## config.mk

```make
export PLATFORM = sky130hd
export DESIGN_NAME = multi_alarm_ctrl
export DESIGN_NICKNAME = d
export VERILOG_FILES = /design/src/rtl/alarm_pkg.sv /design/src/rtl/alarm_channel.sv /design/src/rtl/multi_alarm_ctrl.sv
export SDC_FILE = /design/constraint.sdc
export NUM_CORES = 1
export LEC_CHECK = 0
export CAP_MARGIN = 10
export CORE_ASPECT_RATIO = 1.25
export CORE_UTILIZATION = 30
export DETAILED_ROUTE_END_ITERATION = 10
export PLACE_DENSITY = 0.53
export SLEW_MARGIN = 20
export SYNTH_ARGS = -nofsm -noshare
export SYNTH_HDL_FRONTEND = slang
export SYNTH_SLANG_ARGS = --single-unit
```

## constraint.sdc

```tcl
create_clock -name CLK -period 2.2 [get_ports CLK]
set_clock_uncertainty 0.2 [all_clocks]
set_input_delay 0.33 -clock CLK [delete_from_list [all_inputs] [get_ports CLK]]
set_output_delay 0.33 -clock CLK [all_outputs]
set_load 0.005 [all_outputs]
```

## src/rtl/alarm_pkg.sv

```systemverilog
// Shared types for the multi-channel alarm controller: channel states, BCD field
// widths, the packed alarm time and the write-time validity check.
package alarm_pkg;

    localparam int unsigned HH_W   = 2;
    localparam int unsigned HL_W   = 4;
    localparam int unsigned MH_W   = 3;
    localparam int unsigned ML_W   = 4;
    localparam int unsigned HOUR_W = HH_W + HL_W;
    localparam int unsigned MIN_W  = MH_W + ML_W;
    localparam int unsigned CNT_W  = 4;

    typedef enum logic [1:0] {
        StDisarmed,
        StArmed,
        StRinging,
        StSnooze
    } alarm_state_e;

    typedef struct packed {
        logic [HH_W-1:0] hh;
        logic [HL_W-1:0] hl;
        logic [MH_W-1:0] mh;
        logic [ML_W-1:0] ml;
    } alarm_time_t;

    // Digits must be decimal and the hour must not exceed 23.
    function automatic logic bcd_time_valid(input alarm_time_t t);
        return (t.hh <= 2'd2) && (t.hl <= 4'd9) && (t.mh <= 3'd5) && (t.ml <= 4'd9) &&
               !((t.hh == 2'd2) && (t.hl > 4'd3));
    endfunction

endpackage

```

## src/rtl/alarm_channel.sv

```systemverilog
// One alarm channel: stored BCD time, armed/ringing/snooze sequencing and a
// minute counter for ring auto-stop and snooze re-ring.
module alarm_channel
    import alarm_pkg::*;
#(
    parameter int unsigned SNOOZE_MIN = 5,
    parameter int unsigned RING_MIN   = 1
) (
    input  logic         CLK,
    input  logic         RST,
    input  logic         tick_d,
    input  alarm_time_t  now,
    input  logic         wr_en,
    input  alarm_time_t  wr_time,
    input  logic         wr_arm,
    input  logic         stop,
    input  logic         snooze,
    output alarm_time_t  alarm_time,
    output alarm_state_e state
);

    localparam logic [CNT_W-1:0] RING_LAST   = CNT_W'(RING_MIN - 1);
    localparam logic [CNT_W-1:0] SNOOZE_LAST = CNT_W'(SNOOZE_MIN - 1);

    alarm_state_e     state_q, state_d;
    alarm_time_t      time_q, time_d;
    logic [CNT_W-1:0] cnt_q, cnt_d;
    logic             match, ring_exp, snooze_exp;

    assign match      = tick_d && (now == time_q);
    assign ring_exp   = tick_d && (cnt_q == RING_LAST);
    assign snooze_exp = tick_d && (cnt_q == SNOOZE_LAST);

    // Priority: write, stop, snooze, counter expiry, match.
    always_comb begin
        state_d = state_q;
        time_d  = time_q;
        if (wr_en) begin
            time_d  = wr_time;
            state_d = wr_arm ? StArmed : StDisarmed;
        end else begin
            case (state_q)
                StArmed: begin
                    if (match) state_d = StRinging;
                end
                StRinging: begin
                    if (stop)          state_d = StArmed;
                    else if (snooze)   state_d = StSnooze;
                    else if (ring_exp) state_d = StArmed;
                end
                StSnooze: begin
                    if (stop)            state_d = StArmed;
                    else if (snooze_exp) state_d = StRinging;
                end
                default: ;
            endcase
        end
    end

    // A write counts as a state entry even if the state value is unchanged.
    always_comb begin
        cnt_d = cnt_q;
        if (wr_en || (state_d != state_q)) begin
            cnt_d = '0;
        end else if (tick_d && ((state_q == StRinging) || (state_q == StSnooze))) begin
            cnt_d = cnt_q + CNT_W'(1);
        end
    end

    always_ff @(posedge CLK or negedge RST) begin
        if (!RST) begin
            state_q <= StDisarmed;
            time_q  <= '0;
            cnt_q   <= '0;
        end else begin
            state_q <= state_d;
            time_q  <= time_d;
            cnt_q   <= cnt_d;
        end
    end

    assign alarm_time = time_q;
    assign state      = state_q;

endmodule

```

## src/rtl/multi_alarm_ctrl.sv

```systemverilog
// N-channel alarm controller: minute-tick delay, write validation, readback mux,
// ring/snooze status and the blinking alarm LED.
module multi_alarm_ctrl
    import alarm_pkg::*;
#(
    parameter int unsigned N_ALARM    = 2,
    parameter int unsigned SNOOZE_MIN = 5,
    parameter int unsigned RING_MIN   = 1,
    localparam int unsigned SEL_W     = (N_ALARM > 1) ? $clog2(N_ALARM) : 1
) (
    input  logic               CLK,
    input  logic               RST,
    input  logic               MINTICK,
    input  logic               SIG2HZ,
    input  logic [HH_W-1:0]    HOURH,
    input  logic [HL_W-1:0]    HOURL,
    input  logic [MH_W-1:0]    MINH,
    input  logic [ML_W-1:0]    MINL,
    input  logic               WR_EN,
    input  logic [SEL_W-1:0]   WR_SEL,
    input  logic [HOUR_W-1:0]  WR_HOUR,
    input  logic [MIN_W-1:0]   WR_MIN,
    input  logic               WR_ARM,
    input  logic               STOP,
    input  logic               SNOOZE,
    output logic [HOUR_W-1:0]  RD_HOUR,
    output logic [MIN_W-1:0]   RD_MIN,
    output logic               RD_ARM,
    output logic [N_ALARM-1:0] ACTIVE,
    output logic               SNOOZING,
    output logic               RING,
    output logic               LED,
    output logic               WR_ERR
);

    logic         tick_d;
    logic         led_q, wr_err_q;
    logic         sel_ok, wr_ok;
    alarm_time_t  now, wr_time, rd_time;
    logic         rd_arm;
    logic [N_ALARM-1:0] snoozing_ch;
    alarm_time_t  ch_time  [N_ALARM];
    alarm_state_e ch_state [N_ALARM];

    assign now     = '{hh: HOURH, hl: HOURL, mh: MINH, ml: MINL};
    assign wr_time = '{hh: WR_HOUR[HOUR_W-1:HL_W], hl: WR_HOUR[HL_W-1:0],
                       mh: WR_MIN[MIN_W-1:ML_W], ml: WR_MIN[ML_W-1:0]};

    assign sel_ok = 32'(WR_SEL) < N_ALARM;
    assign wr_ok  = WR_EN && sel_ok && bcd_time_valid(wr_time);

    for (genvar i = 0; i < N_ALARM; i++) begin : g_ch
        alarm_channel #(
            .SNOOZE_MIN (SNOOZE_MIN),
            .RING_MIN   (RING_MIN)
        ) u_ch (
            .CLK        (CLK),
            .RST        (RST),
            .tick_d     (tick_d),
            .now        (now),
            .wr_en      (wr_ok && (32'(WR_SEL) == 32'(i))),
            .wr_time    (wr_time),
            .wr_arm     (WR_ARM),
            .stop       (STOP),
            .snooze     (SNOOZE),
            .alarm_time (ch_time[i]),
            .state      (ch_state[i])
        );

        assign ACTIVE[i]      = (ch_state[i] == StRinging);
        assign snoozing_ch[i] = (ch_state[i] == StSnooze);
    end

    // Out-of-range selects read back as zero rather than indexing past the array.
    always_comb begin
        rd_time = '0;
        rd_arm  = 1'b0;
        for (int unsigned i = 0; i < N_ALARM; i++) begin
            if (32'(WR_SEL) == i) begin
                rd_time = ch_time[i];
                rd_arm  = (ch_state[i] != StDisarmed);
            end
        end
    end

    assign RD_HOUR  = {rd_time.hh, rd_time.hl};
    assign RD_MIN   = {rd_time.mh, rd_time.ml};
    assign RD_ARM   = rd_arm;
    assign RING     = |ACTIVE;
    assign SNOOZING = |snoozing_ch;
    assign LED      = led_q;
    assign WR_ERR   = wr_err_q;

    always_ff @(posedge CLK or negedge RST) begin
        if (!RST) begin
            tick_d   <= 1'b0;
            led_q    <= 1'b0;
            wr_err_q <= 1'b0;
        end else begin
            tick_d   <= MINTICK;
            led_q    <= RING & SIG2HZ;
            wr_err_q <= WR_EN & ~wr_ok;
        end
    end

endmodule

```

==> impl_metrics.py <==
metrics = {
    "power": {
        "vdd_ir_drop_max_mv": 0.3852,
        "combPwrFrac_pct": 32.8,
        "p_sw_share_pct": 28.99,
        "power.density_mw_per_mm2": 696.5,
        "p_switching_uw": 693.0,
        "power_frac_clock_pct": 23.3,
        "power.internal_uw": 1697,
        "seqPwrFrac_pct": 43.9,
        "p_leak_uw": 0.001500,
    },
    "sta": {
        "setup_viol": 0,
        "relSlewSlack_pct": 66.72,
        "worstMarginPinSlew_ns": 0.4992,
        "hold_viol_final": 0,
        "fin_crit_sh_pct": 95.32,
        "setup_tns_ns": 0,
        "layout_min_cycle_time_ns": 2.097,
        "finalHoldWorstSlack_ns": 0.2662,
        "rsz0062_at_grt": "true",
        "max_freq_mhz": 476.9,
        "slew_viol_final": 0,
    },
    "critical_path": {
        "required_ns": 1.67,
        "worst-r2r-cell-count": 8,
        "critPathLaunchType": "register",
        "arrival_ns": 1.57,
        "critPathLaunch": "g_ch[0].u_ch.state[1]",
        "worstSetupPathType": "register to output pin",
        "reg2reg_from": "g_ch[1].u_ch.cnt_q[0]",
        "end_kind": "output pin",
        "timing.rr.end": "g_ch[1].u_ch.cnt_q[1]",
        "r2r_slack_ns": 0.20,
        "crit_path_max_fanout": 5,
    },
    "finish": {
        "drive_gt1_share_pct": 28.28,
        "antenna_cells": 0,
        "syn_to_final_growth_pct": 42.20,
        "finalNetCount": 335,
        "final_cells": 392,
    },
    "placed_design": {
        "port_buffers": 54,
        "globalplace.congestion": 0.7552,
        "dp.final_hpwl_microns": 4583,
        "dp_cells": 380,
    },
    "routing": {
        "drtIter0Drc": 72,
        "routed_wl_microns": 5774,
        "num_vias": 1873,
        "vias_per_cell": 4.778,
        "drcViolationCount": 0,
        "final_antenna_net_count": 0,
        "wl_per_cell_microns": 14.73,
        "drt-pass1-iter-count": 4,
    },
    "floorplanning": {
        "start_util_pct": 30.97,
        "num_io_pins": 55,
        "die-area_sq_mm": 0.008410,
        "dieHeight_microns": 102.3,
        "core_region_area_sq_mm": 0.007792,
        "chipWidth_microns": 82.23,
        "std_cell_rows": 36,
    },
    "clock_tree": {
        "clock_path_buffers": 2,
        "cts.sinks": 41,
        "cts_root_buf": "clkbuf_8",
        "cts_tree": "done",
        "cts.reportedPaths.clkPinSlew_ns": 0.08,
        "h-tree-depth": 2,
        "insertion_delay_ns": 0.30,
        "cts_made_buffers": 5,
    },
    "worst_hold_path": {
        "worstHoldPathCells": 1,
        "holdCritStartpoint": "MINTICK",
        "hold_end": "tick_d",
        "hold_class": "primary input to register",
    },
    "synthesis": {
        "async_flop_share_pct": 100.0,
        "seq_area_frac_synth_pct": 42.51,
        "yosysWarningCount": 0,
        "syn_area_sq_mm": 0.002414,
        "avgSynthCellArea_sq_um": 11.66,
        "synth.most_common_cell": "dfrtp_1",
        "syn_nets": 246,
        "yosysTopAreaCellShare_pct": 42.51,
        "ys_ff_latch": 41,
        "synth_ff_type": "dfrtp_1",
        "synth_edf_count": 0,
        "synth_common_cells": "dfrtp_1 (41), xor2_1 (27), mux2_2 (24)",
        "ys_top_cells_by_area": "dfrtp_1 (43%), mux2_2 (11%), xor2_1 (9.8%)",
        "yosys.area.top_type": "dfrtp_1",
        "synthCells": 207,
        "synth.distinct_cells": 45,
    },
    "global_routing": {
        "grt_overflow_total": 0,
        "grt_max_degree": 24,
        "antenna_found_initial": 0,
        "grt.total_usage_pct": 15.71,
        "grt_pass1_wl_microns": 9804,
        "grt_pass1_vias": 1978,
    },
    "job": {
        "drv_cap": 0,
    },
    "outcome": {
        "outcome": "finished clean",
    },
}
flip-flops by register name, summed over array words and instances (netlist names):
name                  count
g_ch.u_ch.state           4
WR_ERR                    1
g_ch.u_ch.cnt_q           8
tick_d                    1
LED                       1
g_ch.u_ch.alarm_time     26
critical path, stage by stage (launching register included):
cell and delay, ns:
dfrtp_1 0.42, inv_1 0.13, nor2_1 0.20, clkdlybuf4s50_1 0.53
per-stage QoR:
| step | cell area, sq um | total power, uW | utilization, % | setup WS, ns |
|---|---|---|---|---|
| after floorplan | 2414 | 1439 | - | 0.4263 |
| after detailed placement | 3274 | 1854 | 42.02 | -0.1866 |
| after CTS | 3392 | 2422 | 43.53 | 0.003100 |
| final | 3432 | 2390 | 44.04 | 0.1030 |
| after global routing | 3432 | 2537 | 44.04 | -0.007340 |
| after global placement | 3274 | 1854 | 42.02 | -0.1980 |
power groups by stage:
stage | Sequential [uW] | Combinational, uW | Clock, uW
floorplan | 1010 | 430 | 0
global placement | 1060 | 794 | 0
detailed placement | 1060 | 792 | 0
CTS | 1050 | 800 | 572
global route | 1080 | 867 | 594
finish | 1050 | 785 | 556
how the worst max path moves through the flow:
stage | to | slack [ns] | depth (start not counted)
3_5_place_dp | g_ch[0].u_ch.alarm_time[3] | -0.19 | 6
4_1_cts | RING | 0.003 | 3
5_1_grt | RD_ARM | -0.007 | 3
6_report | ACTIVE[0] | 0.10 | 3
2_1_floorplan | g_ch[1].u_ch.cnt_q[0] | 0.43 | 7
3_3_place_gp | g_ch[1].u_ch.cnt_q[0] | -0.20 | 8
placed cells by master (no fill, tap or decap), drive strengths merged, types with 2 or more instances in the layout:
master	Yosys	final
inv	8	8
nor3b	3	3
nor3	9	9
a22oi	3	3
o21a	2	2
ha	4	4
a31oi	3	3
xnor2	5	5
nand2	4	4
mux2i	2	2
o211ai	2	2
and3	3	3
buf	4	35
clkbuf	3	7
xor2	27	27
dfrtp	41	41
nand3	6	6
nor2	4	4
clkdlybuf4s50	0	52
nor4	6	6
and2	3	3
a21oi	4	4
o22ai	2	2
nor2b	2	2
nand4	6	6
mux2	39	39
area by class of cell:
| type | instances | area (sq um) |
|---|---|---|
| Clock buffer | 7 | 96.34 |
| Tap cell | 95 | 118.9 |
| Clock inverter | 1 | 5.005 |
| Multi-Input combinational cell | 151 | 1333 |
| Fill cell | 767 | 4360 |
| Timing Repair Buffer | 89 | 819.5 |
| Sequential cell | 41 | 1030 |
| Inverter | 8 | 30.03 |
layer usage:
metal	wire length, microns	track usage, %
met1	2616	20.17
met5	0	0
met3	288	3.304
met4	72	4.858
met2	2797	26.13
timing repair:
action,CTS,global route
hold buffers,1,0
setup endpoints to repair,14,7
hold endpoints to repair,18,0
pin swaps,0,3
buffers inserted,0,3
gates resized for setup,3,6
cells by family after synthesis:
family                     share of synthesized area, %
AOI/OAI and AO/OA                                 7.931
xor gates and xnor gates                          11.61
adders and majority gates                         2.074
buffers and inverters                             2.851
DFF                                               42.51
muxes                                             20.11
and+or+nand+nor                                   12.91
Power figures use the tool's default switching activity.
